### src/rtl/icache_refill_ctrl.sv
// rtl/icache_refill_ctrl.sv - I-cache miss/refill sequencer: one AXI INCR line burst or single uncached beat
// Assembles returned beats into a full line and pulses rend_o with it.
module icache_refill_ctrl #(
    parameter logic [3:0] AXI_ID    = 4'd0,
    parameter int         BLOCK_NUM = 8
) (
    input  logic                    clk,
    input  logic                    rst_n,
    input  logic                    req_i,
    input  logic                    cached_i,
    input  logic [31:0]             paddr_i,
    output logic                    busy_o,
    output logic                    rend_o,
    output logic [32*BLOCK_NUM-1:0] line_o,
    output logic                    err_o,
    output logic [3:0]              arid_o,
    output logic [31:0]             araddr_o,
    output logic [7:0]              arlen_o,
    output logic [2:0]              arsize_o,
    output logic [1:0]              arburst_o,
    output logic                    arvalid_o,
    input  logic                    arready_i,
    input  logic [31:0]             rdata_i,
    input  logic [1:0]              rresp_i,
    input  logic                    rlast_i,
    input  logic                    rvalid_i,
    output logic                    rready_o
);

    localparam int CW = $clog2(BLOCK_NUM);

    typedef enum logic [1:0] {S_IDLE, S_AR, S_R, S_DONE} state_e;

    state_e                       state_q;
    logic [CW-1:0]                cnt_q;
    logic [CW-1:0]                uc_slot_q;
    logic                         cached_q;
    logic                         err_q;
    logic [BLOCK_NUM-1:0][31:0]   line_q;
    logic                         rend_q;
    logic                         err_o_q;
    logic                         arvalid_q;
    logic                         rready_q;
    logic                         busy_q;
    logic [31:0]                  araddr_q;
    logic [7:0]                   arlen_q;

    logic [CW-1:0]                slot_d;
    logic                         beat_err_d;

    // An uncached word lands in its natural slot so the line layout matches a refill.
    assign slot_d     = cached_q ? cnt_q : uc_slot_q;
    assign beat_err_d = |rresp_i;

    always_ff @(posedge clk or negedge rst_n) begin
        if (!rst_n) begin
            state_q   <= S_IDLE;
            cnt_q     <= '0;
            uc_slot_q <= '0;
            cached_q  <= 1'b0;
            err_q     <= 1'b0;
            line_q    <= '0;
            rend_q    <= 1'b0;
            err_o_q   <= 1'b0;
            arvalid_q <= 1'b0;
            rready_q  <= 1'b0;
            busy_q    <= 1'b0;
            araddr_q  <= '0;
            arlen_q   <= '0;
        end else begin
            rend_q  <= 1'b0;
            err_o_q <= 1'b0;
            case (state_q)
                S_IDLE: begin
                    if (req_i) begin
                        cached_q  <= cached_i;
                        uc_slot_q <= paddr_i[CW+1:2];
                        cnt_q     <= '0;
                        line_q    <= '0;
                        err_q     <= 1'b0;
                        arvalid_q <= 1'b1;
                        busy_q    <= 1'b1;
                        if (cached_i) begin
                            araddr_q <= {paddr_i[31:CW+2], {(CW+2){1'b0}}};
                            arlen_q  <= 8'(BLOCK_NUM - 1);
                        end else begin
                            araddr_q <= paddr_i;
                            arlen_q  <= 8'd0;
                        end
                        state_q <= S_AR;
                    end
                end
                S_AR: begin
                    if (arready_i) begin
                        arvalid_q <= 1'b0;
                        rready_q  <= 1'b1;
                        state_q   <= S_R;
                    end
                end
                S_R: begin
                    if (rvalid_i) begin
                        line_q[slot_d] <= rdata_i;
                        cnt_q          <= cnt_q + 1'b1;
                        if (beat_err_d) begin
                            err_q <= 1'b1;
                        end
                        // rlast alone ends the burst; the beat count is never consulted.
                        if (rlast_i) begin
                            rready_q <= 1'b0;
                            rend_q   <= 1'b1;
                            err_o_q  <= err_q | beat_err_d;
                            state_q  <= S_DONE;
                        end
                    end
                end
                S_DONE: begin
                    busy_q  <= 1'b0;
                    state_q <= S_IDLE;
                end
                default: begin
                    state_q <= S_IDLE;
                end
            endcase
        end
    end

    assign busy_o    = busy_q;
    assign rend_o    = rend_q;
    assign line_o    = line_q;
    assign err_o     = err_o_q;
    assign arid_o    = AXI_ID;
    assign araddr_o  = araddr_q;
    assign arlen_o   = arlen_q;
    assign arsize_o  = 3'b010;
    assign arburst_o = 2'b01;
    assign arvalid_o = arvalid_q;
    assign rready_o  = rready_q;

endmodule

### config.mk
export PLATFORM = sky130hd
export DESIGN_NAME = icache_refill_ctrl
export DESIGN_NICKNAME = d
export VERILOG_FILES = /design/src/rtl/icache_refill_ctrl.sv
export SDC_FILE = /design/constraint.sdc
export NUM_CORES = 1
export LEC_CHECK = 0
export BUFFER_PORTS_ARGS = -buffer_cell sky130_fd_sc_hd__buf_2
export CAP_MARGIN = 20
export CORE_ASPECT_RATIO = 0.9
export CORE_UTILIZATION = 25
export CTS_CLUSTER_DIAMETER = 50
export DETAILED_ROUTE_END_ITERATION = 8
export GPL_TIMING_DRIVEN = 0
export PLACE_DENSITY = 0.47
export SYNTH_ARGS = -nofsm -noshare
export SYNTH_HDL_FRONTEND = slang
export SYNTH_SLANG_ARGS = --single-unit
### constraint.sdc
create_clock -name clk -period 1.7 [get_ports clk]
set_input_delay 0.085 -clock clk [delete_from_list [all_inputs] [get_ports clk]]
set_output_delay 0.085 -clock clk [all_outputs]
set_load 0.05 [all_outputs]
; ---- Word level (Yosys, flattened, before mapping)
; Index checks and enable logic that the tools add are counted.
[op_classes]
addsub = 1
n_lt_le_gt_ge = 2
eq_ne = 8
mux = 35
n_bitwise = 1
n_reduce_logical = 14
[op_table]
columns = operator, n
row1 = two-way mux 256 bit, 2
row2 = one-hot mux 256 bit (2 select lines), 1
row3 = bitwise mux 256 bit, 1
row4 = demux 32 bit (select 3 bit), 1
row5 = two-way mux 32 bit, 1
row6 = two-way mux 1 bit, 14
row7 = two-way mux 3 bit, 4
row8 = AND reduction 4 bit, 3
row9 = != test 2 bit (second input constant), 5
row10 = two-way mux 2 bit, 4
row11 = one-hot mux 1 bit (2 select lines), 4
row12 = one-hot mux 2 bit (4 select lines), 1
row13 = nonzero test 2 bit, 4
row14 = one-hot mux 3 bit (2 select lines), 1
row15 = AND reduction 3 bit, 2
row16 = two-way mux 5 bit, 1
row17 = equality test 2 bit (second input constant), 2
row18 = less-than comparator 3 x 4 -> 1 bit (second input constant), 1
row19 = AND reduction 2 bit, 2
row20 = adder 3 x 1 -> 3 bit (second input constant), 1
row21 = greater-or-equal comparator 3 x 1 -> 1 bit (second input constant), 1
row22 = equality test 2 x 1 -> 1 bit (second input constant), 1
row23 = zero test 2 bit, 1
row24 = OR reduction 2 bit, 1
row25 = other kinds (2), 2
[word_totals]
reg_bits = 311
input_bits = 73
out_inout_bits = 310
elab_cells = 81

; ---- Depth between registers and ports, before layout
; Gate-level depths: netlist of the first run.
[logic_depth]
depth_word = 8
ltp_mapped = 9
ltp_nobuf = 6

; ---- Worst setup path after synthesis of the first run
; No wires, ideal clock.
[synth_timing]
path_type = reg-to-reg
start = register state_q[0]
end = register line_q, in the netlist line_o[134]
setup_ns = 0.081
arrival_time_ns = 1.750
t_required_ns = 1.619
path_slack_ns = -0.131
path_stages_with_launch = 8
path_buffers = 1
synth_period_minus_slack_ns = 1.831
path_cell_list = dfrtp_1 inv_1 ha_1 mux2_2 nand3_4 nor2_4 buf_4 mux2i_1
[synth_via]
elab_chain_len = 3
word_cells_on_any_way = 7
classes_between = 3 x eq/ne / 1 x mux / 3 x reduce/logical
[synth_lines]
columns = element, line
row1 = "start, declared", 34  ; state_e state_q;
row2 = "start signal, assigned", 57  ; state_q <= S_IDLE;
row3 = "start signal, assigned", 90  ; state_q <= S_AR;
row4 = "start signal, assigned", 97  ; state_q <= S_R;
row5 = equality test 2 bit or zero test 2 bit (tied branches), 73  ; case (state_q)
row6 = != test 2 bit (no line) or nonzero test 2 bit (tied branches), --
row7 = AND reduction 3 bit (no line), --
row8 = "end signal, assigned by index", 102  ; line_q[slot_d] <= rdata_i;
row9 = "end, declared", 39  ; logic [BLOCK_NUM-1:0][31:0] line_q;
; Parallel ways exist; a longest one is shown, timed or not.
; A chain may end at the register's enable or synchronous reset.

; ---- Worst setup path in the final report of the first run
[layout_timing]
start = register state_q[0]
end = register line_q, in the netlist line_o[158]
; The elaborated chain is that of the path after synthesis.

==> results of run 1 <==
## kinds of logic after synthesis
family | share of synthesized area [%]
simple gates | 10.4
xor+xnor | 0.0700
buf+inv | 4.75
other cells | 0.0600
mux | 16.4
fa+ha+maj | 0.600
flops | 60.6
compound gates | 7.13
## routing by layer
metal | share of wire (%) | GRT usage, % | wire [µm]
met1 | 45 | 24.4 | 22500
met2 | 46 | 29.3 | 22800
met3 | 7.4 | 5.65 | 3700
met4 | 2.1 | 4.41 | 1040
met5 | 0.034 | 0 | 17
## repair_timing
item | CTS | global route
hold buffers | 69 | 0
endpoints found under the hold margin | 334 | 0
gates resized for setup | 173 | 65
cloned | 3 | 15
pin swaps | 10 | 17
setup endpoints to repair | 292 | 289
setup buffers | 37 | 7
## worst register-to-register path: stages, from the launching register on
cell	delay (ns)
dfrtp_1	0.39
inv_2	0.09
ha_2	0.21
mux2_4	0.38
nand3_4	0.17
nor2_4	0.06
buf_4	0.18
clkbuf_16	0.17
mux2i_1	0.12
## flip-flops by register name (all words and copies together), names as in the netlist, 2 cells and up
signal,cells
line_o,256
araddr_o,32
cnt_q,3
uc_slot_q,3
state_q,2
## report_power, final
group	switching (mW)	internal, mW	leakage [nW]
clock network	3.52	6.04	0.737
registers	1.34	9.57	4.12
logic	15.2	5.93	4.43
total	20.0	21.5	9.29
## final timing paths
check / start / to / slack, ns / cells after the start
worst max-delay path: state_q[0] / line_o[158] / -0.21 / 8
worst min register to register: araddr_o[1] / araddr_o[1] / 0.48 / 2
worst min-delay path: rdata_i[3] / line_o[67] / 0.07 / 3
worst max register to register: state_q[0] / line_o[158] / -0.21 / 8
min in group asynchronous: rst_n / line_o[155] / 0.20 / 2
max in group asynchronous: rst_n / line_o[34] / 0.38 / 3
## area by class of cell
type / instances / area (µm²)
fillers: 4883 / 30100
flip-flops and latches: 303 / 7580
multi-input cells: 665 / 4590
repair buffers: 501 / 3470
clock buffers: 63 / 1280
plain buffers: 92 / 1180
well taps: 671 / 840
clock inverters: 17 / 249
inverters: 7 / 26.3
## per-stage QoR
stage	instances	utilization, %	setup TNS [ns]	area (µm²)
after CTS	2297	37.7	-33.12	18600
after floorplan	1068	-	-0.807	12600
after global routing	2319	39.0	-56.70	19200
after detailed placement	2109	31.1	-178.48	15300
final	2319	39.0	-34.23	19200
after global placement	2107	31.0	-1860.27	15300
## cell usage in the layout (no fill, tap or decap), drive strengths merged, types with 2 or more instances in the layout
master	n
bufinv	5
clkbuf	100
nand2	205
dlygate4sd3	69
o2111ai	2
mux2	36
mux2i	164
nor2	10
conb	14
clkinv	3
o211ai	32
buf	486
or2	2
nand2b	6
inv	12
clkinvlp	4
o21ai	106
dfrtp	303
nand3	68
ha	6
==> results.yml, run 1 <==
clocking:
  tritoncts: "done"
  cts.sinks: 303
  clk_latency_ns: 0.56
  cts_buffers: 44
  cts.clk_slew.worst_paths_ns: 0.05
  clockRootBuffer: "clkbuf_16"
  htree_levels: 2
  cts_max_path_buffers: 3
floorplanning:
  coreArea_mm2: 0.0493
  chipWidth_um: 238
  pin_count: 383
  die_y_um: 214
  start_util_pct: 25.4
  dieArea_mm2: 0.0510
  rows: 77
status:
  status: "finished, violations left"
  violations: "setup timing"
detailed_routing:
  dr.pass1.iters: 4
  drc: 0
  avgRoutedWirePerCell_um: 21.6
  totalWireLength_um: 50100
  vias_per_cell: 4.45
  antenna_left: 0
  drtIter0Drc: 471
  vias: 10300
timing:
  slew_headroom_pct: 40.9
  setup_ws_ns: -0.211
  timing.final.crit_share_pct: 112
  tightest_slew_ns: 0.886
  rsz0062_at_grt: "yes"
  hold_ws_ns: 0.0677
  max_freq_ghz: 0.523
  setup_viol_count_final: 277
  hold_violations: 0
  maxSlewViolCount: 0
  post-route-min-period_ns: 1.91
  skew_ns: 0.0156
pwr:
  cellLeakagePower_nw: 9.29
  p_total_mw: 41.5
  p_per_area_mw_per_mm2: 2160
  ir_drop_v: 0.00164
placement:
  dp_hpwl_um: 32200
  gp_congestion: 0.761
  pre_cts_slack_ns: -1.03
  port_buffers: 368
grt:
  grt_pass1_wl_um: 69300
  antenna_found_initial: 2
  grt_pass1_vias: 10500
  grt_overflow_total: 0
  track_usage_pct: 18.4
  grt_max_degree: 112
critical_path:
  worstPathRequired_ns: 2.12
  path_max_fanout: 6
  cp_top_family: "multiplexers"
  crit_path_max_incr_delay_ns: 0.39
  critical_path_class: "reg2reg"
  critPathSlowestCell: "dfrtp_1"
  cp_num_buf_inv: 3
  startpoint_type: "flip-flop"
  cp_cell_sequence: "inv_2, ha_2, mux2_4, nand3_4, nor2_4, buf_4, clkbuf_16, mux2i_1"
  crit_arrival_ns: 2.33
  crit_path_end_kind: "flip-flop"
synth:
  synth_ff_type: "dfrtp_1"
  ys_warn_count: 0
  ys_ff_latch: 303
  synth_top_area_share_pct: 60.6
  ys_types: 41
  syn_inst: 1056
  synth_area_per_cell_um2: 11.9
  yosys.area.top_type: "dfrtp_1"
  synth_top_cells_by_count: "303 x dfrtp_1, 205 x nand2_1, 163 x mux2i_1"
  yosysMostFrequentCell: "dfrtp_1"
  yosysSeqAreaShare_pct: 60.6
  synthArstFlopShare_pct: 100
  synth_area_mm2: 0.0125
  synth_area_leaders: "dfrtp_1 61%, mux2i_1 13%, nand2_1 6.1%, mux2_2 3.2%, nand3_1 2.6%"
  synth_edf_count: 0
layout:
  diodes: 0
  layout.nets: 1693
  drive_gt1_share_pct: 42.5
  syn_to_final_growth_pct: 53.5
job:
  maxCapViolations: 0
hold_path:
  hp-class: "in2reg"
Power figures use the tool's default switching activity.
==> run 2: changes to the inputs <==
--- a/config.mk
+++ b/config.mk
@@ -7,12 +7,13 @@
 export LEC_CHECK = 0
 export BUFFER_PORTS_ARGS = -buffer_cell sky130_fd_sc_hd__buf_2
 export CAP_MARGIN = 20
-export CORE_ASPECT_RATIO = 0.9
+export CORE_ASPECT_RATIO = 1.2
 export CORE_UTILIZATION = 25
 export CTS_CLUSTER_DIAMETER = 50
 export DETAILED_ROUTE_END_ITERATION = 8
 export GPL_TIMING_DRIVEN = 0
 export PLACE_DENSITY = 0.47
+export REMOVE_ABC_BUFFERS = 1
 export SYNTH_ARGS = -nofsm -noshare
 export SYNTH_HDL_FRONTEND = slang
 export SYNTH_SLANG_ARGS = --single-unit
==> results.yml, run 2 (same netlist as run 1, synthesis figures left out) <==
detailed_routing:
  totalWireLength_um: 53400
  drc: 52
  antenna_left: 0
  vias_per_cell: 4.64
  top_layer: "met4"
  drtIter0Drc: 562
  dr_wl_met3_um: 2930
  wl_met2_um: 27600
  dr.pass1.iters: 7
  drt-met1-wl_um: 21800
  avgRoutedWirePerCell_um: 23.6
  vias: 10500
critical_path:
  timing.rr.start: "state_q[0]"
  worstPathRequired_ns: 2.11
  rr_endpoint: "line_o[100]"
  path_max_fanout: 8
  r2r_cells: 10
  crit_arrival_ns: 2.43
  crit_path_start: "state_q[0]"
  reg2reg_slack_ns: -0.32
  critical_path_class: "reg2reg"
  crit_path_end_kind: "flip-flop"
  crit_path_end: "line_o[100]"
  startpoint_type: "flip-flop"
floorplanning:
  pin_count: 383
  chipWidth_um: 206
  die_y_um: 247
  coreArea_mm2: 0.0493
  dieArea_mm2: 0.0510
  rows: 89
  start_util_pct: 25.4
layout:
  drive_gt1_share_pct: 44.4
  diodes: 0
  layout.nets: 1673
  mostFrequentLayoutCells: "367 x buf_2, 301 x dfrtp_1, 193 x nand2_1"
  fin_area_mm2: 0.0197
  final_core_util_pct: 40.0
  syn_to_final_growth_pct: 57.6
  stdcell_count: 2262
  mostFrequentLayoutCell: "buf_2"
  largest_reg_flops: 256
grt:
  grt_max_degree: 88
  grt_overflow_total: 0
  track_usage_pct: 18.8
  grt_pass1_vias: 10600
  antenna_found_initial: 0
  grt_pass1_wl_um: 70000
placement:
  post_dp_cell_area_mm2: 0.0152
  dp_hpwl_um: 26700
  dp.cells: 2001
  gp_congestion: 0.730
  port_buffers: 368
timing:
  maxSlewViolCount: 0
  slew_headroom_pct: 64.9
  hold_violations: 0
  post-route-min-period_ns: 2.02
  max_freq_ghz: 0.496
  tns_ns: -60.92
  timing.final.crit_share_pct: 119
  rsz0062_at_grt: "yes"
  tightest_slew_ns: 0.527
  skew_ns: 0.0112
  setup_ws_ns: -0.316
  setup_viol_count_final: 270
  hold_ws_ns: 0.0193
clocking:
  cts_max_path_buffers: 3
  cts_buffers: 41
  cts.sinks: 303
  tritoncts: "done"
  cts.clk_slew.worst_paths_ns: 0.06
  clockRootBuffer: "clkbuf_16"
  htree_levels: 2
  clk_latency_ns: 0.55
hold_path:
  hp-class: "in2reg"
pwr:
  p_per_area_mw_per_mm2: 2210
  cellLeakagePower_nw: 9.45
  ir_drop_v: 0.00135
status:
  violations: "DRC, setup timing"
  status: "finished, violations left"
job:
  maxCapViolations: 0
-- run 2: stage by stage --
| stage | worst slack, ns | power, mW |
|---|---|---|
| floorplan | -4.65 | 23.0 |
| global placement | -8.51 | 26.8 |
| detailed placement | -2.19 | 29.2 |
| CTS | -0.280 | 41.6 |
| global route | -0.378 | 45.5 |
| finish | -0.316 | 43.7 |
-- run 2: metal layers --
| layer | track usage (%) | vias to the layer above |
|---|---|---|
| met5 | 0 | - |
| li1 | - | 4707 |
| met3 | 4.11 | 67 |
| met4 | 5.80 | 0 |
| met1 | 23.1 | 5355 |
| met2 | 32.4 | 361 |
-- run 2: layout make-up --
cell class	count	area [µm²]
inverters	7	26.3
well taps	637	797
clock inverters	20	278
multi-input cells	670	4920
repair buffers	571	4970
flip-flops and latches	303	7580
clock buffers	54	1160
fillers	4798	29600
-- run 2: worst max-delay path, cell delays in order (launching register included) --
cell,delay (ns)
dfrtp_1,0.39
inv_2,0.09
buf_6,0.11
ha_4,0.14
mux2_4,0.35
buf_12,0.15
nand3_4,0.13
nor2_4,0.05
buf_12,0.15
clkbuf_16,0.18
mux2i_1,0.12
-- run 2: power breakdown --
group	leakage [nW]	switching (mW)	internal (mW)
combinational	4.62	16.3	7.27
sequential	4.12	1.41	9.57
clock	0.707	3.44	5.73
total	9.45	21.1	22.6
-- run 2: what timing repair did --
action                                 4_1_cts  5_1_grt
pin swaps                                   35       39
setup buffers                               55       22
endpoints found under the hold margin      419        8
gates resized for setup                     87      138
gates cloned                                25       23
hold buffers                                70        1
setup endpoints to repair                  264      265
-- run 2: worst min path at each step --
stage | end | start | cells past startpoint
2_1_floorplan | araddr_o[0] | rst_n | 0
3_3_place_gp | araddr_o[17] | paddr_i[17] | 2
3_5_place_dp | rready_o | rst_n | 1
4_1_cts | line_o[80] | rdata_i[16] | 3
5_1_grt | line_o[80] | rdata_i[16] | 3
6_report | line_o[80] | rdata_i[16] | 3
==> run 3: changes to the inputs <==
--- a/config.mk
+++ b/config.mk
@@ -10,10 +10,10 @@
 export CORE_ASPECT_RATIO = 1.2
 export CORE_UTILIZATION = 25
 export CTS_CLUSTER_DIAMETER = 50
+export CTS_CLUSTER_SIZE = 25
 export DETAILED_ROUTE_END_ITERATION = 8
 export GPL_TIMING_DRIVEN = 0
 export PLACE_DENSITY = 0.47
-export REMOVE_ABC_BUFFERS = 1
 export SYNTH_ARGS = -nofsm -noshare
 export SYNTH_HDL_FRONTEND = slang
 export SYNTH_SLANG_ARGS = --single-unit
==> results.yml, run 3 (same netlist as run 1, synthesis figures left out) <==
detailed_routing:
  dr.pass1.iters: 7
  antenna_left: 0
  drtIter0Drc: 442
  vias: 10400
  drc: 45
  totalWireLength_um: 51100
  avgRoutedWirePerCell_um: 22.2
  vias_per_cell: 4.52
layout:
  mostFrequentLayoutCells: "368 x buf_2, 301 x dfrtp_1, 179 x nand2_1"
  multi_input_area_mm2: 0.00505
  drive_gt1_share_pct: 49.3
  layout.nets: 1711
  fillers: 4786
  largest_reg_flops: 256
  syn_to_final_growth_pct: 60.0
  mostFrequentLayoutCell: "buf_2"
  seqCellArea_mm2: 0.00758
  diodes: 0
floorplanning:
  die_y_um: 247
  start_util_pct: 25.4
  rows: 89
  pin_count: 383
  dieArea_mm2: 0.0510
  coreArea_mm2: 0.0493
  chipWidth_um: 206
placement:
  gp_congestion: 0.783
  port_buffers: 368
  pre_cts_slack_ns: -1.06
  dp_hpwl_um: 32600
timing:
  timing.final.crit_share_pct: 114
  maxSlewViolCount: 0
  hold_ws_ns: 0.0183
  slew_headroom_pct: 58.4
  setup_viol_count_final: 257
  max_freq_ghz: 0.518
  skew_ns: 0.0218
  post-route-min-period_ns: 1.93
  tns_ns: -41.59
  rsz0062_at_grt: "yes"
  setup_ws_ns: -0.230
  hold_violations: 0
  tightest_slew_ns: 0.624
critical_path:
  crit_arrival_ns: 2.35
  path_max_fanout: 10
  reg2reg_slack_ns: -0.23
  crit_path_end_kind: "flip-flop"
  critical_path_class: "reg2reg"
  worstPathRequired_ns: 2.12
  startpoint_type: "flip-flop"
clocking:
  tritoncts: "done"
  clockRootBuffer: "clkbuf_16"
  clk_latency_ns: 0.58
  cts.clk_slew.worst_paths_ns: 0.06
  cts_buffers: 41
  cts_max_path_buffers: 3
  cts.sinks: 303
  htree_levels: 2
pwr:
  pwr-share-clk_pct: 21.3
  switching_power_mw: 21.1
  seq_power_share_pct: 25.6
  power.internal_mw: 21.9
  p_per_area_mw_per_mm2: 2150
  p_total_mw: 43.1
  ir_drop_v: 0.00116
  switching_share_pct: 49.1
  p_comb_share_pct: 53.1
  cellLeakagePower_nw: 9.59
grt:
  track_usage_pct: 18.9
  grt_max_degree: 107
  antenna_found_initial: 0
  grt_pass1_vias: 10600
  grt_overflow_total: 0
  grt_pass1_wl_um: 70100
job:
  maxCapViolations: 0
hold_path:
  hp-class: "in2reg"
status:
  violations: "DRC, setup timing"
  status: "finished, violations left"
-- run 3: changes by cell type in the layout (fill, tap and decap cells not counted), sizes merged, moves of 3 or more --
| cell | delta |
|---|---|
| clkbuf | +18 |
| clkinv | +3 |
| bufinv | -3 |
| buf | +23 |
| dlygate4sd3 | -3 |
| inv | +7 |
| or2 | -4 |
-- run 3: routing by layer --
metal  up-vias  GRT usage (%)  wire length (µm)
li1       4802              -                 -
met1      5216           23.1             21200
met2       296           32.0             25400
met3        82           4.88              3010
met4         0           6.60              1470
met5         -              0                 0
-- run 3: worst max-delay path: stages, from the launching register on --
cell and delay, ns:
dfrtp_1 0.39, inv_2 0.12, ha_4 0.16, mux2_4 0.34
buf_12 0.15, nand3_4 0.11, nor2_4 0.06, buf_12 0.16
buf_12 0.15, mux2i_2 0.15
-- run 3: layout make-up --
type | instances | share of cell area, %
inverters | 7 | 0.144
repair buffers | 523 | 19.7
multi-input cells | 665 | 25.2
clock buffers | 48 | 5.56
plain buffers | 91 | 5.87
clock inverters | 28 | 1.71
well taps | 637 | 3.98
flip-flops and latches | 303 | 37.9
-- run 3: repair_timing --
| item | in CTS | in global routing |
|---|---|---|
| buffers inserted | 45 | 15 |
| resized for setup | 237 | 179 |
| gates cloned | 7 | 19 |
| setup endpoints to repair | 292 | 282 |
| pin swaps | 32 | 54 |
| hold buffers | 69 | 0 |
| endpoints found under the hold margin | 343 | 0 |
-- run 3: worst paths after layout --
path / to / depth (start not counted) / startpoint
setup / recovery: line_o[189] / 9 / state_q[0]
hold / removal: line_o[94] / 3 / rdata_i[30]
setup reg to reg: line_o[189] / 9 / state_q[0]
hold reg to reg: araddr_o[2] / 2 / araddr_o[2]
max in group asynchronous: line_o[78] / 4 / rst_n
min in group asynchronous: araddr_o[25] / 3 / rst_n
-- run 3: power by group through the flow --
stage	registers [mW]	logic [mW]	clock network (mW)
final	11.0	22.9	9.17
after CTS	10.9	21.3	9.44
after detailed placement	11.0	18.7	0
after floorplan	18.8	5.16	0
after global placement	10.9	18.5	0
after global routing	11.3	24.1	9.68
-- run 3: metrics by stage --
stage,instance area [µm²],cells,util [%]
after floorplan,12600,1068,-
after global placement,15200,2073,30.9
after detailed placement,15300,2076,31.1
after CTS,18900,2269,38.4
after global routing,20000,2302,40.6
final,20000,2302,40.6
